$ cat config.mk
export PLATFORM = sky130hd
export DESIGN_NAME = mac_accum_ctrl
export DESIGN_NICKNAME = d
export VERILOG_FILES = /design/src/rtl/mac_accum_ctrl.sv
export SDC_FILE = /design/constraint.sdc
export NUM_CORES = 1
export LEC_CHECK = 0
export BUFFER_PORTS_ARGS = -buffer_cell sky130_fd_sc_hd__buf_4
export CORE_MARGIN = 5
export CORE_UTILIZATION = 50
export CTS_BUF_LIST = sky130_fd_sc_hd__clkbuf_4
export DETAILED_ROUTE_END_ITERATION = 8
export PLACE_DENSITY = 0.86
export SLEW_MARGIN = 20
export SYNTH_ARGS = -nofsm -noshare
export SYNTH_HDL_FRONTEND = slang
export SYNTH_SLANG_ARGS = --single-unit
$ cat constraint.sdc
create_clock -name clk -period 2.6 [get_ports clk]
set_input_delay 0.26 -clock clk [delete_from_list [all_inputs] [get_ports clk]]
set_output_delay 0.26 -clock clk [all_outputs]
set_load 0.01 [all_outputs]
$ cat src/rtl/mac_accum_ctrl.sv
// Sequencing/accumulation stage behind the Booth multiplier.
// Issues one operand pair at a time to the multiplier, then sign-extends and
// accumulates each product. The burst sum is presented on a valid/ready output
// together with a sticky overflow flag and a term count.
`timescale 1ns/1ps
module mac_accum_ctrl #(
  parameter int unsigned DATA_WIDTH = 16,
  parameter int unsigned ACC_WIDTH  = 40,
  parameter int unsigned CNT_WIDTH  = 10
) (
  input  logic                    clk,
  input  logic                    rst_n,
  input  logic                    in_valid,
  output logic                    in_ready,
  input  logic [DATA_WIDTH-1:0]   in_a,
  input  logic [DATA_WIDTH-1:0]   in_b,
  input  logic                    in_last,
  input  logic                    clr,
  output logic                    mul_start,
  output logic [DATA_WIDTH-1:0]   mul_m,
  output logic [DATA_WIDTH-1:0]   mul_q,
  input  logic                    mul_ready,
  input  logic [2*DATA_WIDTH-1:0] mul_product,
  output logic                    acc_valid,
  input  logic                    acc_ready,
  output logic [ACC_WIDTH-1:0]    acc_out,
  output logic                    acc_ovf,
  output logic [CNT_WIDTH-1:0]    term_cnt
);

  localparam int unsigned ProdWidth = 2 * DATA_WIDTH;

  typedef enum logic [2:0] {StIdle, StIssue, StWait, StAccum, StOutput} state_e;

  state_e                  state_q, state_d;
  logic [DATA_WIDTH-1:0]   a_q, b_q;
  logic                    last_q;
  logic [ProdWidth-1:0]    prod_q;
  logic [ACC_WIDTH-1:0]    acc_q;
  logic                    ovf_q;
  logic [CNT_WIDTH-1:0]    cnt_q;

  logic                    accept;
  logic [ACC_WIDTH-1:0]    prod_ext;
  logic [ACC_WIDTH-1:0]    acc_sum;
  logic                    ovf_now;
  logic [CNT_WIDTH-1:0]    cnt_inc;

  assign accept   = in_valid && in_ready;
  // Signed cast before the size cast so the product is sign-extended.
  assign prod_ext = ACC_WIDTH'($signed(prod_q));
  assign acc_sum  = acc_q + prod_ext;
  // Same-sign addends with a differently signed result means signed overflow.
  assign ovf_now  = (acc_q[ACC_WIDTH-1] == prod_ext[ACC_WIDTH-1]) &&
                    (acc_sum[ACC_WIDTH-1] != acc_q[ACC_WIDTH-1]);
  assign cnt_inc  = (cnt_q == '1) ? cnt_q : cnt_q + 1'b1;

  // State register.
  always_ff @(posedge clk or negedge rst_n) begin
    if (!rst_n) begin
      state_q <= StIdle;
    end else begin
      state_q <= state_d;
    end
  end

  // Next-state logic; mul_ready outside WAIT is ignored.
  always_comb begin
    state_d = state_q;
    case (state_q)
      StIdle:   if (accept) state_d = StIssue;
      StIssue:  state_d = StWait;
      StWait:   if (mul_ready) state_d = StAccum;
      StAccum:  state_d = last_q ? StOutput : StIdle;
      StOutput: if (acc_ready) state_d = StIdle;
      default:  state_d = StIdle;
    endcase
  end

  // Outputs decoded from state; operands held in registers until the next accept.
  always_comb begin
    in_ready  = (state_q == StIdle);
    mul_start = (state_q == StIssue);
    acc_valid = (state_q == StOutput);
    mul_m     = a_q;
    mul_q     = b_q;
    acc_out   = acc_q;
    acc_ovf   = ovf_q;
    term_cnt  = cnt_q;
  end

  // Operand latch on accept and product capture on the multiplier done pulse.
  always_ff @(posedge clk or negedge rst_n) begin
    if (!rst_n) begin
      a_q    <= '0;
      b_q    <= '0;
      last_q <= 1'b0;
      prod_q <= '0;
    end else begin
      if (accept) begin
        a_q    <= in_a;
        b_q    <= in_b;
        last_q <= in_last;
      end
      if (state_q == StWait && mul_ready) begin
        prod_q <= mul_product;
      end
    end
  end

  // Accumulator, sticky overflow and saturating term count.
  always_ff @(posedge clk or negedge rst_n) begin
    if (!rst_n) begin
      acc_q <= '0;
      ovf_q <= 1'b0;
      cnt_q <= '0;
    end else if ((state_q == StIdle && clr) || (state_q == StOutput && acc_ready)) begin
      acc_q <= '0;
      ovf_q <= 1'b0;
      cnt_q <= '0;
    end else if (state_q == StAccum) begin
      acc_q <= acc_sum;
      ovf_q <= ovf_q | ovf_now;
      cnt_q <= cnt_inc;
    end
  end

endmodule

==> flow_summary.json <==
{
  "final_design_area_no_fill_um2": 10000,
  "via_per_inst": 5.83,
  "p_comb_share_pct": 64.5,
  "internal_power_mw": 7.05,
  "relSlewSlack_pct": 61.6,
  "yosysSeqAreaShare_pct": 44.0,
  "grt_max_degree": 56,
  "avgSynthCellArea_um2": 10.2,
  "max_freq_ghz": 0.347,
  "finalWirelength_mm": 22.9,
  "syn_inst": 665,
  "antenna_found_initial": 0,
  "pwr-share-clk_pct": 10.0,
  "min_period_ps": 2880,
  "hold_class": "in -> reg",
  "status": "complete, but fails checks",
  "fp-row-count": 42,
  "path_cells": "ha_1 -> buf_4 -> nand2_1 -> a21o_1 -> a21boi_0 -> or4b_4 -> a211o_1 -> a21oi_4 -> o31a_1 -> xor2_1 -> o21ai_1",
  "ir_worst_vdd_mv": 0.836,
  "max_slew.worst_pin.slew_ps": 575,
  "synth_common_cells": "dfrtp_1 (119), mux2_2 (65), nand2_1 (63), o21ai_0 (57), ha_1 (40)",
  "grt_pass1_wl_mm": 33.6,
  "path_max_fanout": 4,
  "pwr-share-seq_pct": 25.5,
  "syn_area_um2": 6770,
  "clkSinkCount": 119,
  "cpMaxStageDelayCell": "or4b_4",
  "total_leakage_power_nw": 4.70,
  "vias": 6796,
  "async_flop_share_pct": 100,
  "synth_area_leaders": "dfrtp_1 (44%), mux2_2 (11%), ha_1 (7.4%), o21ai_0 (4.2%), nand2_1 (3.5%)",
  "globalRouteOverflowTotal": 0,
  "place_congestion": 0.879,
  "ys_ff_latch": 119,
  "dr.first_iter.drc_count": 641,
  "fin_cells": 1165,
  "ant_nets": 0,
  "yosysTopAreaCell": "dfrtp_1",
  "powerDensity_nw_per_um2": 1260,
  "drive_above_1_share_pct": 41.7,
  "p_switching_mw": 5.63,
  "synth_flop_cell": "dfrtp_1",
  "setup_viol": 17,
  "die_area_um2": 16000,
  "place_ws_ps": -217,
  "synth_edf_count": 0,
  "dpl_cell_area_um2": 8710,
  "total_power_mw": 12.7,
  "syn_nets": 777,
  "r2r_slack_ps": -280,
  "drcViolationCount": 0,
  "yosysMostFrequentCell": "dfrtp_1",
  "worst_ep_required_time_ps": 3040,
  "cap_viol_max_count": 0,
  "place_inst": 1050,
  "io_pins": 157,
  "clk_pin_slew_worst_paths_ps": 120,
  "dr.pass1.iters": 5,
  "track_usage_pct": 26.0,
  "cts_made_buffers": 17,
  "fin_crit_sh_pct": 111,
  "p_sw_share_pct": 44.4,
  "cts_root_buf": "clkbuf_4",
  "routedWlPerCell_um": 19.6,
  "syn2layout_area_growth_pct": 48.2,
  "core_area_um2": 13200,
  "cts_buffer_depth": 2,
  "setup_slack_ps": -283,
  "drv_slew": 0,
  "initial_core_util_pct": 51.1,
  "cts_tree": "done",
  "die_w_um": 126,
  "grt_pass1_vias": 6818,
  "final_nets": 1088,
  "dp_hpwl_mm": 13.4,
  "critPathLaunchType": "flop",
  "dieHeight_um": 126,
  "rsz0062_at_grt": "true",
  "insertion_delay_ps": 580,
  "violations": "setup timing",
  "htreeDepth": 4,
  "diodes": 0,
  "fin_worst_skew_ps": 29.7,
  "criticalPathCategory": "reg -> reg",
  "synth_warnings": 0,
  "synth.distinct_cells": 63,
  "worstPathArrival_ps": 3320,
  "slowest_delay_ps": 510,
  "portBuffers": 156,
  "critical_path.endpoint_type": "flop",
  "hold_violations": 0,
  "synth_top_area_share_pct": 44.0
}
## flip-flops by register name, summed over array words and instances (netlist names)
name      flops
acc_out      40
acc_ovf       1
last_q        1
mul_m        16
mul_q        16
prod_q       32
state_q       3
term_cnt     10
## critical path: cells and delay by family (launching register included)
kind | cells | cell delay (ps)
compound gates | 6 | 1070
simple gates | 2 | 600
flops | 1 | 410
fa+ha+maj | 1 | 330
buf+inv | 1 | 170
xor+xnor | 1 | 160
## power by group through the flow
stage	Sequential, mW	Combinational (mW)	Clock (mW)
2_1_floorplan	3.29	4.11	0
3_3_place_gp	3.13	6.83	0
3_5_place_dp	3.18	6.99	0
4_1_cts	3.16	7.31	1.27
5_1_grt	3.31	8.73	1.37
6_report	3.23	8.17	1.27
## worst paths after layout
check | from | end | cells after the start
max | acc_out[10] | acc_out[38] | 11
min | mul_ready | state_q[0] | 3
max reg2reg | acc_out[10] | acc_out[38] | 11
min reg2reg | acc_ovf | acc_ovf | 2
max in group asynchronous | rst_n | mul_q[9] | 3
min in group asynchronous | rst_n | acc_out[6] | 2
## layout make-up
cell class                      count  area [um^2]
Tap cell                          176          220
Clock buffer                       17          128
Fill cell                         847         3200
Clock inverter                     15          129
Multi-Input combinational cell    503         3940
Timing Repair Buffer              320         2580
Inverter                           15         56.3
Sequential cell                   119         2980
## layout by cell type (no fill, tap or decap), drive strengths merged, types with 7 or more instances in the layout
master,netlist,layout
buf,1,252
mux2,65,65
inv,15,18
nand2,63,63
o21bai,7,7
clkinv,0,8
clkbuf,26,17
xnor2,21,21
nor3,8,8
a21o,23,23
o21ai,63,63
a21oi,40,40
nor2,32,32
ha,40,40
nand3,30,30
dfrtp,119,119
a211oi,7,7
xor2,17,17
dlygate4sd3,0,68
nand4,7,7
or3,7,7
## kinds of logic (layout without fill, tap and decap cells)
logic type	Yosys count	after routing	synth area share (%)
muxes	68	68	11.3
buffers and inverters	43	367	2.64
and+or+nand+nor	178	178	12.7
adders and majority gates	41	41	7.69
AOI/OAI and AO/OA	178	178	16.8
xor gates and xnor gates	38	38	4.92
DFF	119	119	44.0
## metrics by stage
| step | hold WS [ps] | setup TNS (ps) | utilization [%] |
|---|---|---|---|
| 5_1_grt | 14.5 | -4760 | 75.8 |
| 3_5_place_dp | 220 | -1370 | 65.8 |
| 4_1_cts | 2.48 | -956 | 74.0 |
| 3_3_place_gp | 223 | -772 | 65.8 |
| 2_1_floorplan | -35.6 | -314 | - |
| 6_report | 25.6 | -2460 | 75.8 |
## per-layer routing
metal	track usage (%)	vias to the layer above	share of wire, %
met2	44.7	367	51
met5	0	-	0
met3	6.22	95	6.9
met1	31.2	3289	38
met4	11.2	0	4.6
li1	-	3045	-
## repair_timing
item / CTS / global route
hold buffers: 68 / 0
buffers inserted: 7 / 8
pin swaps: 19 / 10
resized for setup: 19 / 35
hold endpoints to repair: 105 / 0
setup endpoints to repair: 17 / 29
(Power assumes the default switching activity.)
